### config.mk
export PLATFORM = sky130hd
export DESIGN_NAME = ifu_fetch
export DESIGN_NICKNAME = d
export VERILOG_FILES = /design/src/rtl/ifu_fetch.sv
export SDC_FILE = /design/constraint.sdc
export NUM_CORES = 1
export LEC_CHECK = 0
export BUFFER_PORTS_ARGS = -buffer_cell sky130_fd_sc_hd__clkbuf_2
export CORE_UTILIZATION = 30
export CTS_CLUSTER_DIAMETER = 50
export CTS_CLUSTER_SIZE = 24
export DETAILED_ROUTE_END_ITERATION = 7
export GPL_TIMING_DRIVEN = 0
export SLEW_MARGIN = 20
export SYNTH_ARGS = -nofsm -noshare
export SYNTH_HDL_FRONTEND = slang
export SYNTH_HIERARCHICAL = 1
export SYNTH_SLANG_ARGS = --single-unit
### constraint.sdc
create_clock -name clk -period 7.65 [get_ports clk]
set_clock_uncertainty 0.15 [all_clocks]
set_input_delay 0.3825 -clock clk [delete_from_list [all_inputs] [get_ports clk]]
set_output_delay 0.3825 -clock clk [all_outputs]
set_load 0.01 [all_outputs]
### src/rtl/ifu_fetch.sv
// Instruction fetch unit: owns the PC, issues in-order req/gnt/rvalid fetches and buffers
// returned words so the IF/ID stage sees one registered {inst_addr, inst} per cycle.

module ifu_fetch_chk #(
    parameter int FIFO_DEPTH = 4,
    parameter int CNT_W      = 3
) (
    input  logic             clk,
    input  logic             rst_n,
    input  logic [CNT_W-1:0] cnt,
    input  logic [CNT_W-1:0] out_cnt,
    input  logic             rvalid
);
    localparam logic [CNT_W:0] DEPTH_C = (CNT_W+1)'(FIFO_DEPTH);

    a_cnt_bound: assert property (@(posedge clk) disable iff (!rst_n)
        {1'b0, cnt} <= DEPTH_C);
    a_credit_bound: assert property (@(posedge clk) disable iff (!rst_n)
        ({1'b0, cnt} + {1'b0, out_cnt}) <= DEPTH_C);
    a_no_spurious_rsp: assert property (@(posedge clk) disable iff (!rst_n)
        rvalid |-> (out_cnt != {CNT_W{1'b0}}));
endmodule

module ifu_fetch #(
    parameter int                    ADDR_WIDTH = 32,
    parameter int                    INST_WIDTH = 32,
    parameter logic [ADDR_WIDTH-1:0] RST_ADDR   = 32'h0000_0000,
    parameter int                    FIFO_DEPTH = 4
) (
    input  logic                  clk,
    input  logic                  rst_n,
    input  logic                  jump_i,
    input  logic [ADDR_WIDTH-1:0] jump_addr_i,
    input  logic                  hold_i,
    output logic                  imem_req_o,
    output logic [ADDR_WIDTH-1:0] imem_addr_o,
    input  logic                  imem_gnt_i,
    input  logic                  imem_rvalid_i,
    input  logic [INST_WIDTH-1:0] imem_rdata_i,
    output logic                  inst_valid_o,
    output logic [ADDR_WIDTH-1:0] inst_addr_o,
    output logic [INST_WIDTH-1:0] inst_o
);
    localparam int PTR_W = (FIFO_DEPTH > 1) ? $clog2(FIFO_DEPTH) : 1;
    localparam int CNT_W = PTR_W + 1;
    localparam logic [INST_WIDTH-1:0] INST_NOP = INST_WIDTH'(32'h0000_0013);
    localparam logic [ADDR_WIDTH-1:0] PC_STEP  = ADDR_WIDTH'(3'd4);
    localparam logic [CNT_W:0]        DEPTH_W  = (CNT_W+1)'(FIFO_DEPTH);
    localparam logic [CNT_W-1:0]      CNT_ZERO = {CNT_W{1'b0}};
    localparam logic [PTR_W-1:0]      PTR_ZERO = {PTR_W{1'b0}};

    logic [ADDR_WIDTH-1:0] pc_r, pc_nxt;
    logic [CNT_W-1:0]      out_cnt_r, out_cnt_nxt;
    logic [CNT_W-1:0]      cnt_r, cnt_nxt, cnt_after_pop_s;
    logic [CNT_W-1:0]      drop_r, drop_nxt;
    logic [PTR_W-1:0]      aq_wr_r, aq_rd_r, aq_wr_nxt, aq_rd_nxt;
    logic [PTR_W-1:0]      fq_wr_r, fq_rd_r, fq_wr_nxt, fq_rd_nxt;
    logic [ADDR_WIDTH-1:0] aq_mem_r  [FIFO_DEPTH];
    logic [ADDR_WIDTH-1:0] fq_addr_r [FIFO_DEPTH];
    logic [INST_WIDTH-1:0] fq_inst_r [FIFO_DEPTH];
    logic                  valid_r, valid_nxt;
    logic [ADDR_WIDTH-1:0] out_addr_r, out_addr_nxt;
    logic [INST_WIDTH-1:0] out_inst_r, out_inst_nxt;
    logic [CNT_W:0]        used_s;
    logic [ADDR_WIDTH-1:0] aq_head_s;
    logic                  pop_s, req_s, grant_s, push_s;

    // Handshake decode, credit accounting and next-state for counters, pointers and output head
    always_comb begin
        pop_s     = valid_r && !hold_i;
        // Counting this cycle's pop lets a 1-cycle memory sustain one instruction per cycle
        used_s    = {1'b0, out_cnt_r} + {1'b0, cnt_r} - {{CNT_W{1'b0}}, pop_s};
        req_s     = rst_n && !jump_i && (used_s < DEPTH_W);
        grant_s   = req_s && imem_gnt_i;
        push_s    = imem_rvalid_i && (drop_r == CNT_ZERO) && !jump_i;
        aq_head_s = aq_mem_r[aq_rd_r];

        aq_wr_nxt   = aq_wr_r + PTR_W'(grant_s);
        aq_rd_nxt   = aq_rd_r + PTR_W'(imem_rvalid_i);
        out_cnt_nxt = out_cnt_r + CNT_W'(grant_s) - CNT_W'(imem_rvalid_i);
        cnt_after_pop_s = cnt_r - CNT_W'(pop_s);

        if (jump_i) begin
            pc_nxt    = jump_addr_i;
            drop_nxt  = out_cnt_nxt;
            cnt_nxt   = CNT_ZERO;
            fq_wr_nxt = PTR_ZERO;
            fq_rd_nxt = PTR_ZERO;
        end else begin
            pc_nxt    = grant_s ? (pc_r + PC_STEP) : pc_r;
            if (imem_rvalid_i && (drop_r != CNT_ZERO)) begin
                drop_nxt = drop_r - CNT_W'(1'b1);
            end else begin
                drop_nxt = drop_r;
            end
            cnt_nxt   = cnt_after_pop_s + CNT_W'(push_s);
            fq_wr_nxt = fq_wr_r + PTR_W'(push_s);
            fq_rd_nxt = fq_rd_r + PTR_W'(pop_s);
        end

        // The word being pushed becomes the head directly when nothing older remains
        if (jump_i || (cnt_nxt == CNT_ZERO)) begin
            valid_nxt    = 1'b0;
            out_addr_nxt = out_addr_r;
            out_inst_nxt = INST_NOP;
        end else if (cnt_after_pop_s == CNT_ZERO) begin
            valid_nxt    = 1'b1;
            out_addr_nxt = aq_head_s;
            out_inst_nxt = imem_rdata_i;
        end else begin
            valid_nxt    = 1'b1;
            out_addr_nxt = fq_addr_r[fq_rd_nxt];
            out_inst_nxt = fq_inst_r[fq_rd_nxt];
        end
    end

    // Control state and registered output head
    always_ff @(posedge clk or negedge rst_n) begin
        if (!rst_n) begin
            pc_r       <= RST_ADDR;
            out_cnt_r  <= CNT_ZERO;
            cnt_r      <= CNT_ZERO;
            drop_r     <= CNT_ZERO;
            aq_wr_r    <= PTR_ZERO;
            aq_rd_r    <= PTR_ZERO;
            fq_wr_r    <= PTR_ZERO;
            fq_rd_r    <= PTR_ZERO;
            valid_r    <= 1'b0;
            out_addr_r <= RST_ADDR;
            out_inst_r <= INST_NOP;
        end else begin
            pc_r       <= pc_nxt;
            out_cnt_r  <= out_cnt_nxt;
            cnt_r      <= cnt_nxt;
            drop_r     <= drop_nxt;
            aq_wr_r    <= aq_wr_nxt;
            aq_rd_r    <= aq_rd_nxt;
            fq_wr_r    <= fq_wr_nxt;
            fq_rd_r    <= fq_rd_nxt;
            valid_r    <= valid_nxt;
            out_addr_r <= out_addr_nxt;
            out_inst_r <= out_inst_nxt;
        end
    end

    // Granted-address queue and returned-word buffer storage
    always_ff @(posedge clk or negedge rst_n) begin
        if (!rst_n) begin
            for (int i = 0; i < FIFO_DEPTH; i++) begin
                aq_mem_r[i]  <= {ADDR_WIDTH{1'b0}};
                fq_addr_r[i] <= {ADDR_WIDTH{1'b0}};
                fq_inst_r[i] <= {INST_WIDTH{1'b0}};
            end
        end else begin
            if (grant_s) begin
                aq_mem_r[aq_wr_r] <= pc_r;
            end
            if (push_s) begin
                fq_addr_r[fq_wr_r] <= aq_head_s;
                fq_inst_r[fq_wr_r] <= imem_rdata_i;
            end
        end
    end

    assign imem_req_o   = req_s;
    assign imem_addr_o  = pc_r;
    assign inst_valid_o = valid_r;
    assign inst_addr_o  = out_addr_r;
    assign inst_o       = out_inst_r;

    ifu_fetch_chk #(
        .FIFO_DEPTH (FIFO_DEPTH),
        .CNT_W      (CNT_W)
    ) u_chk (
        .clk     (clk),
        .rst_n   (rst_n),
        .cnt     (cnt_r),
        .out_cnt (out_cnt_r),
        .rvalid  (imem_rvalid_i)
    );
endmodule
**Word level (Yosys, flattened, before mapping)**

Index checks and enable logic that the tools add are counted.

- Word-level logic and storage cells: 91
- Input port bits: 70
- RAM bits: 0
- Bits in latches: 0
- Register bits after elaboration: 498
- Memories: 0
- Output and inout bits: 98
- Bits in read-only memories: 0

- $add $sub $neg: 12
- Reductions and logical operators: 18
- Multipliers: 0
- Div/mod/pow operators: 0
- Equal/unequal tests: 0
- Shift-type cells: 0
- Bitwise operators: 4
- Muxes and demuxes: 27
- Magnitude comparators: 7

Operator list:

| operator | count |
|---|---|
| 32-bit 2-to-1 mux | 13 |
| 128-bit bitwise mux | 3 |
| 32-bit binary-select mux with 2-bit select | 3 |
| 32-bit demux with 2-bit select | 2 |
| 32-bit by 3-bit adder with 32-bit output (second input constant) | 1 |
| 3-bit greater-or-equal comparator (second input constant) | 4 |
| 2-bit inverter with 3-bit output | 4 |
| 1-bit logical AND | 9 |
| 3-bit zero test | 3 |
| 3-bit 2-to-1 mux | 3 |
| 2-bit by 1-bit adder with 2-bit output | 4 |
| 3-bit by 1-bit adder with 3-bit output | 2 |
| 3-bit by 1-bit less-than comparator with 1-bit output (second input constant) | 2 |
| 3-bit by 1-bit subtractor with 3-bit output | 2 |
| 3-bit by 3-bit adder with 4-bit output | 1 |
| 4-bit by 3-bit less-than comparator with 1-bit output (second input constant) | 1 |
| 2-bit 2-to-1 mux | 2 |
| 2-bit nonzero test | 2 |
| 4-bit by 1-bit subtractor with 4-bit output | 1 |
| 3-bit nonzero test | 1 |
| 3-bit by 1-bit subtractor with 3-bit output (second input constant) | 1 |
| 1-bit zero test | 2 |
| 1-bit logical OR | 1 |
| 1-bit 2-to-1 mux | 1 |

**Logic depth before layout (Yosys ltp)**

- Depth in word-level cells: 10
- Gate-level depth with buffers: 18
- Depth with buffers taken out: 17

**Least setup slack after synthesis**

Ideal clock, no wire load.

- Path kind: register to register
- Start point: register out_cnt_r[2]
- End point: register drop_r[2]
- Buffers on the path: 1
- Required time: 7.364 ns
- Library setup time: 0.136 ns
- Data arrival time: 3.274 ns
- Slack: 4.090 ns
- Cell stages (with the launch flop): 19
- Period minus slack after synthesis: 3.560 ns
- Cell sequence: dfrtp_1 inv_1 ha_1 inv_1 ha_1 or3_1 a311o_1 o211a_1 buf_6 nand2b_1 ha_1 inv_1 ha_1 inv_1 fa_1 xnor2_1 xnor2_1 nand2_1 o21ai_0

- Cells in the longest elaborated chain, start to end: 8

Ends and longest elaborated chain:

| item | line | RTL |
|---|---|---|
| start: declaration | 53 | `logic [CNT_W-1:0] out_cnt_r, out_cnt_nxt;` |
| start signal: assignment | 133 | `out_cnt_r <= out_cnt_nxt;` |
| 3-bit by 3-bit adder with 4-bit output | 72 | `used_s = {1'b0, out_cnt_r} + {1'b0, cnt_r} - {{CNT_W{1'b0}}, pop_s};` |
| 4-bit by 1-bit subtractor with 4-bit output | 72 |  |
| 4-bit by 3-bit less-than comparator with 1-bit output | 73 | `req_s = rst_n && !jump_i && (used_s < DEPTH_W);` |
| 1-bit logical AND | 73 |  |
| 1-bit logical AND | 74 | `grant_s = req_s && imem_gnt_i;` |
| 3-bit by 1-bit adder with 3-bit output * | 80 | `out_cnt_nxt = out_cnt_r + CNT_W'(grant_s) - CNT_W'(imem_rvalid_i);` |
| 3-bit by 1-bit subtractor with 3-bit output * | 80 |  |
| via out_cnt_nxt[2] | 53 |  |
| 3-bit 2-to-1 mux * | 83 | `if (jump_i) begin` |
| end signal: assignment | 135 | `drop_r <= drop_nxt;` |
| end: declaration | 55 | `logic [CNT_W-1:0] drop_r, drop_nxt;` |

The timed path passes the listed nets; every way through them passes the cells marked *.
A chain may end at the register's enable or synchronous reset.

**Final worst setup path**

- Start point: input jump_i
- End point: register out_inst_r[29], in the netlist inst_o[29]

- Cells in the longest elaborated chain, start to end: 7
- Elaborated cells on any way between the ends: 13
- Classes of those cells: add/sub (1); mux (7); bitwise (1); reduce/logical (4)

Ends and longest elaborated chain:

| item | line | RTL |
|---|---|---|
| start: declaration | 32 | `input logic jump_i,` |
| 1-bit zero test | 75 | `push_s = imem_rvalid_i && (drop_r == CNT_ZERO) && !jump_i;` |
| 1-bit logical AND | 75 |  |
| 3-bit by 1-bit adder with 3-bit output | 96 | `cnt_nxt = cnt_after_pop_s + CNT_W'(push_s);` |
| 3-bit 2-to-1 mux * | 83 |  |
| via cnt_nxt[1] | 54 | `logic [CNT_W-1:0] cnt_r, cnt_nxt, cnt_after_pop_s;` |
| 3-bit zero test * | 102 | `if (jump_i \|\| (cnt_nxt == CNT_ZERO)) begin` |
| 1-bit logical OR * | 102 |  |
| 32-bit 2-to-1 mux * | 102 |  |
| via out_inst_nxt[29] | 63 | `logic [INST_WIDTH-1:0] out_inst_r, out_inst_nxt;` |
| end signal: assignment | 142 | `out_inst_r <= out_inst_nxt;` |
| end: declaration | 63 |  |

The timed path passes the listed nets; every way through them passes the cells marked *. The select of a mux whose other input is x is not followed.

==> impl_metrics.csv <==
group,metric,value,unit
outcome,run_status,"finished, final reports clean",
synthesis,gate_count_post_synth,1615,
layout,final_net_count,2000,
global_routing,grt_pass1_vias,15487,
timing,final-setup-viol-count,0,
drt,detail_route.wirelength.met1,26560,um
worst_setup_path,timing.critical_path.mode_cell,"sky130_fd_sc_hd__clkbuf_1",
global_routing,grt_max_degree,95,
drt,vias,14564,
power_and_ir_drop,irDropWorstVdd,0.1671,mV
worst_setup_path,rrSetupSlack,2.95,ns
die,ioPinCount,168,
drt,dr_wl_met3,2717,um
power_and_ir_drop,total_power,9.749,mW
worst_setup_path,worst-endpoint-arrival,5.35,ns
layout,areaGrowthSynthToFinish,21.76,%
worst_setup_path,crit_fanout,10,
synthesis,synth_area_leaders,"sky130_fd_sc_hd__dfrtp_1, sky130_fd_sc_hd__mux2_2, sky130_fd_sc_hd__mux4_2",
placement,placed_cells_incl_taps,2747,
placement,place.detailed.hpwl,39440,um
clock_network,cts_tree,"done",
synthesis,synth_warnings,6,
drt,avgRoutedWirePerCell,19.98,um
worst_setup_path,timing.setup.critical_path_class,"in2reg",
worst_setup_path,top_family_by_delay_on_critical_path,"buffers and inverters",
power_and_ir_drop,cellPowerDensity,357.0,mW/mm^2
clock_network,cts_buffer_depth,3,
drt,met2_length,27920,um
worst_setup_path,worstPathCellList,"dlygate4sd3_1, clkbuf_2, clkbuf_1, nor3b_1, ha_1, ha_1, nor2b_1, nor3_2, inv_2, nand2_1, clkbuf_1, clkbuf_1, o21ai_0",
synthesis,synthesis.area_per_instance,13.89,sq um
synthesis,synth_top_area_cell,"sky130_fd_sc_hd__dfrtp_1",
clock_network,clkTransAtPathRegs,0.06,ns
clock_network,postCtsResizedCells,0,
die,start_util,0.3053,
worst_setup_path,number_of_buffer_and_inverter_stages_on_the_critical_path,6,
drt,vias_per_instance,4.984,
worst_setup_path,worstSetupEndpointType,"flop",
global_routing,grt_first_pass_wirelength,91110,um
synthesis,number_of_enable_flip_flop_cells_after_synthesis,0,
global_routing,globalRouteTotalUtil,0.1553,
die,fp.dieH,275.4,um
drt,drcViolationCount,0,
synthesis,synth.net_count,1701,
clock_network,ctsHtreeMaxLevel,2,
timing,rsz_0062_raised_after_global_routing,"false",
synthesis,async_flop_share,1.000,
synthesis,ys_seq_elements,498,
drt,final_antenna_net_count,0,
job,cap_violations,0,
die,floorplan_die_width,275.4,um
clock_network,clockRootBuffer,"sky130_fd_sc_hd__clkbuf_16",
power_and_ir_drop,leakage_power,12.56,nW
drt,topRoutingLayerUsed,"met4",
drt,firstDrtPassIters,5,
synthesis,part_of_the_yosys_area_used_for_sequential_elements,0.5559,
timing,fmax,199.3,MHz
timing,timing.slew.headroom,0.3756,
timing,final.min_clock_period,5.017,ns
die,core_area,0.07345,sq mm
clock_network,cts_setup_buffers,0,
worst_setup_path,worst_reg2reg_path_endpoint,"inst_o[29]",
layout,drive_gt1_frac,0.4037,
timing,timing.final.hold_violations,0,
clock_network,clock_latency,0.64,ns
hold_path,hp-class,"in2async",
clock_network,cts_buffer_count,57,
worst_setup_path,r2r_start,"drop_r[0]",
synthesis,synth_largest_type_area_fraction,0.5524,
drt,detailedRoute.firstIterationViolations,939,
die,placementRows,99,
worst_setup_path,cp-endpoint,"inst_o[29]",
placement,buffer_ports.inserted,167,
worst_setup_path,startpoint_type,"input pin",
synthesis,ys_dominant_reg_cell,"sky130_fd_sc_hd__dfrtp_1",
global_routing,grt.overflow.total,0,
layout,finish.cell_count_without_fillers,2922,
worst_setup_path,critical-path-max-stage-delay,0.82,ns
timing,fin_crit_sh,0.6558,
global_routing,antenna_found_initial,1,
drt,routed_wirelength,58370,um
clock_network,cts_sinks,498,
worst_setup_path,crit_cells,13,
synthesis,synth.cells.most_frequent,"sky130_fd_sc_hd__dfrtp_1, sky130_fd_sc_hd__mux2_2, sky130_fd_sc_hd__clkbuf_1",
worst_setup_path,reg2regPathDepth,13,
timing,drv_slew,0,
placement,final_wtd_congestion,0.8329,
synthesis,yosysUniqueCellTypes,51,
worst_setup_path,worst_path_max_delay_cell,"sky130_fd_sc_hd__nor3b_1",
timing,tightest_slew,0.9366,ns
worst_setup_path,worst_setup_path_startpoint,"jump_i",
worst_setup_path,critPathRequiredTime,7.98,ns
synthesis,post_synth_instance_area,0.02243,sq mm
die,floorplan.die_area,0.07585,sq mm
synthesis,most_instantiated_library_cell_after_synthesis,"sky130_fd_sc_hd__dfrtp_1",
-- worst register-to-register path, cell delays in order, from the launching register on --
cell                       delay, ns
sky130_fd_sc_hd__dfrtp_1        0.36
sky130_fd_sc_hd__inv_1          0.11
sky130_fd_sc_hd__ha_1           0.17
sky130_fd_sc_hd__nand2b_1       0.08
sky130_fd_sc_hd__nor3b_1        0.71
sky130_fd_sc_hd__ha_1           0.29
sky130_fd_sc_hd__ha_1           0.22
sky130_fd_sc_hd__nor2b_1        0.15
sky130_fd_sc_hd__nor3_2         0.75
sky130_fd_sc_hd__inv_2          0.34
sky130_fd_sc_hd__nand2_1        0.17
sky130_fd_sc_hd__clkbuf_1       0.45
sky130_fd_sc_hd__clkbuf_1       0.44
sky130_fd_sc_hd__o21ai_0        0.19
-- layer usage --
metal	GRT usage	vias to the layer above
met1	0.2121	7592
met2	0.2554	375
met3	0.02479	84
met5	0	-
met4	0.04100	0
li1	-	6513
-- kinds of logic (layout without fill, tap and decap cells) --
| family | after synthesis | after routing | synth area share |
|---|---|---|---|
| flops | 498 | 498 | 0.5559 |
| mux | 547 | 547 | 0.3082 |
| other cells | 0 | 1 | 0 |
| compound gates | 163 | 163 | 0.04028 |
| simple gates | 247 | 247 | 0.05552 |
| fa+ha+maj | 16 | 16 | 0.009262 |
| buf+inv | 132 | 479 | 0.02583 |
| xor+xnor | 12 | 12 | 0.005022 |
-- state kept, by name, indices dropped and copies added (netlist names) --
register	cells
drop_r	3
aq_rd_r	2
imem_addr_o	32
inst_addr_o	32
aq_mem_r	128
aq_wr_r	2
fq_addr_r	128
fq_inst_r	128
fq_wr_r	2
cnt_r	3
inst_o	32
out_cnt_r	3
fq_rd_r	2
inst_valid_o	1
-- metrics by stage --
step	hold slack, ns	setup slack (ns)	area [sq um]	utilization	TNS (ns)
after floorplan	-0.06309	4.090	22430	-	0
after global placement	0.3249	-6.451	24460	0.3330	-3355.28
after detailed placement	0.2213	2.543	24630	0.3354	0
after CTS	0.1218	2.651	27300	0.3717	0
after global routing	0.1611	2.236	27300	0.3717	0
final	0.1213	2.633	27300	0.3717	0
-- what timing repair did --
| action | 4_1_cts | 5_1_grt |
|---|---|---|
| hold buffers | 67 | 0 |
| endpoints found under the hold margin | 340 | 0 |
| setup endpoints to repair | 0 | 0 |
-- how the worst min path moves through the flow --
stage | end | slack (ns) | startpoint
after global routing | fq_inst_r[81] | 0.16 | rst_n
after floorplan | aq_mem_r[0] | -0.06 | rst_n
after CTS | fq_inst_r[53] | 0.12 | rst_n
after global placement | aq_rd_r[0] | 0.32 | aq_rd_r[0]
after detailed placement | inst_o[20] | 0.22 | rst_n
final | inst_o[20] | 0.12 | rst_n
-- layout make-up --
| cell class | instances | area (sq um) |
|---|---|---|
| diodes | 1 | 2.502 |
| plain buffers | 111 | 501.7 |
| clock buffers | 66 | 1510 |
| clock inverters | 41 | 485.5 |
| fillers | 6990 | 46150 |
| inverters | 21 | 78.83 |
| multi-input cells | 985 | 9380 |
| flip-flops and latches | 498 | 12470 |
| well taps | 959 | 1200 |
| repair buffers | 240 | 1680 |
-- layout by cell type, fill, tap and decap left out, types with 8 or more instances in the layout --
| cell | instances |
|---|---|
| sky130_fd_sc_hd__a21oi_1 | 68 |
| sky130_fd_sc_hd__a31oi_1 | 27 |
| sky130_fd_sc_hd__and3_1 | 10 |
| sky130_fd_sc_hd__buf_1 | 9 |
| sky130_fd_sc_hd__buf_2 | 16 |
| sky130_fd_sc_hd__clkbuf_1 | 84 |
| sky130_fd_sc_hd__clkbuf_16 | 57 |
| sky130_fd_sc_hd__clkbuf_2 | 167 |
| sky130_fd_sc_hd__clkinv_4 | 8 |
| sky130_fd_sc_hd__dfrtp_1 | 495 |
| sky130_fd_sc_hd__dlygate4sd3_1 | 67 |
| sky130_fd_sc_hd__ha_1 | 15 |
| sky130_fd_sc_hd__inv_1 | 19 |
| sky130_fd_sc_hd__inv_6 | 10 |
| sky130_fd_sc_hd__mux2_2 | 388 |
| sky130_fd_sc_hd__mux2_4 | 30 |
| sky130_fd_sc_hd__mux2i_1 | 65 |
| sky130_fd_sc_hd__mux4_2 | 64 |
| sky130_fd_sc_hd__nand2_1 | 55 |
| sky130_fd_sc_hd__nand3_1 | 45 |
| sky130_fd_sc_hd__nand4_1 | 9 |
| sky130_fd_sc_hd__nor2_1 | 70 |
| sky130_fd_sc_hd__o21ai_0 | 51 |
| sky130_fd_sc_hd__o31ai_1 | 9 |
| sky130_fd_sc_hd__or3_1 | 17 |
| sky130_fd_sc_hd__or4_1 | 10 |
-- where the power goes --
part / internal [mW] / total [mW] / switching [mW]
logic: 1.38 / 3.28 / 1.90
registers: 3.28 / 3.63 / 0.355
clock network: 1.58 / 2.84 / 1.26
total: 6.24 / 9.75 / 3.51
Note: power is estimated with default switching activity, not from simulation.
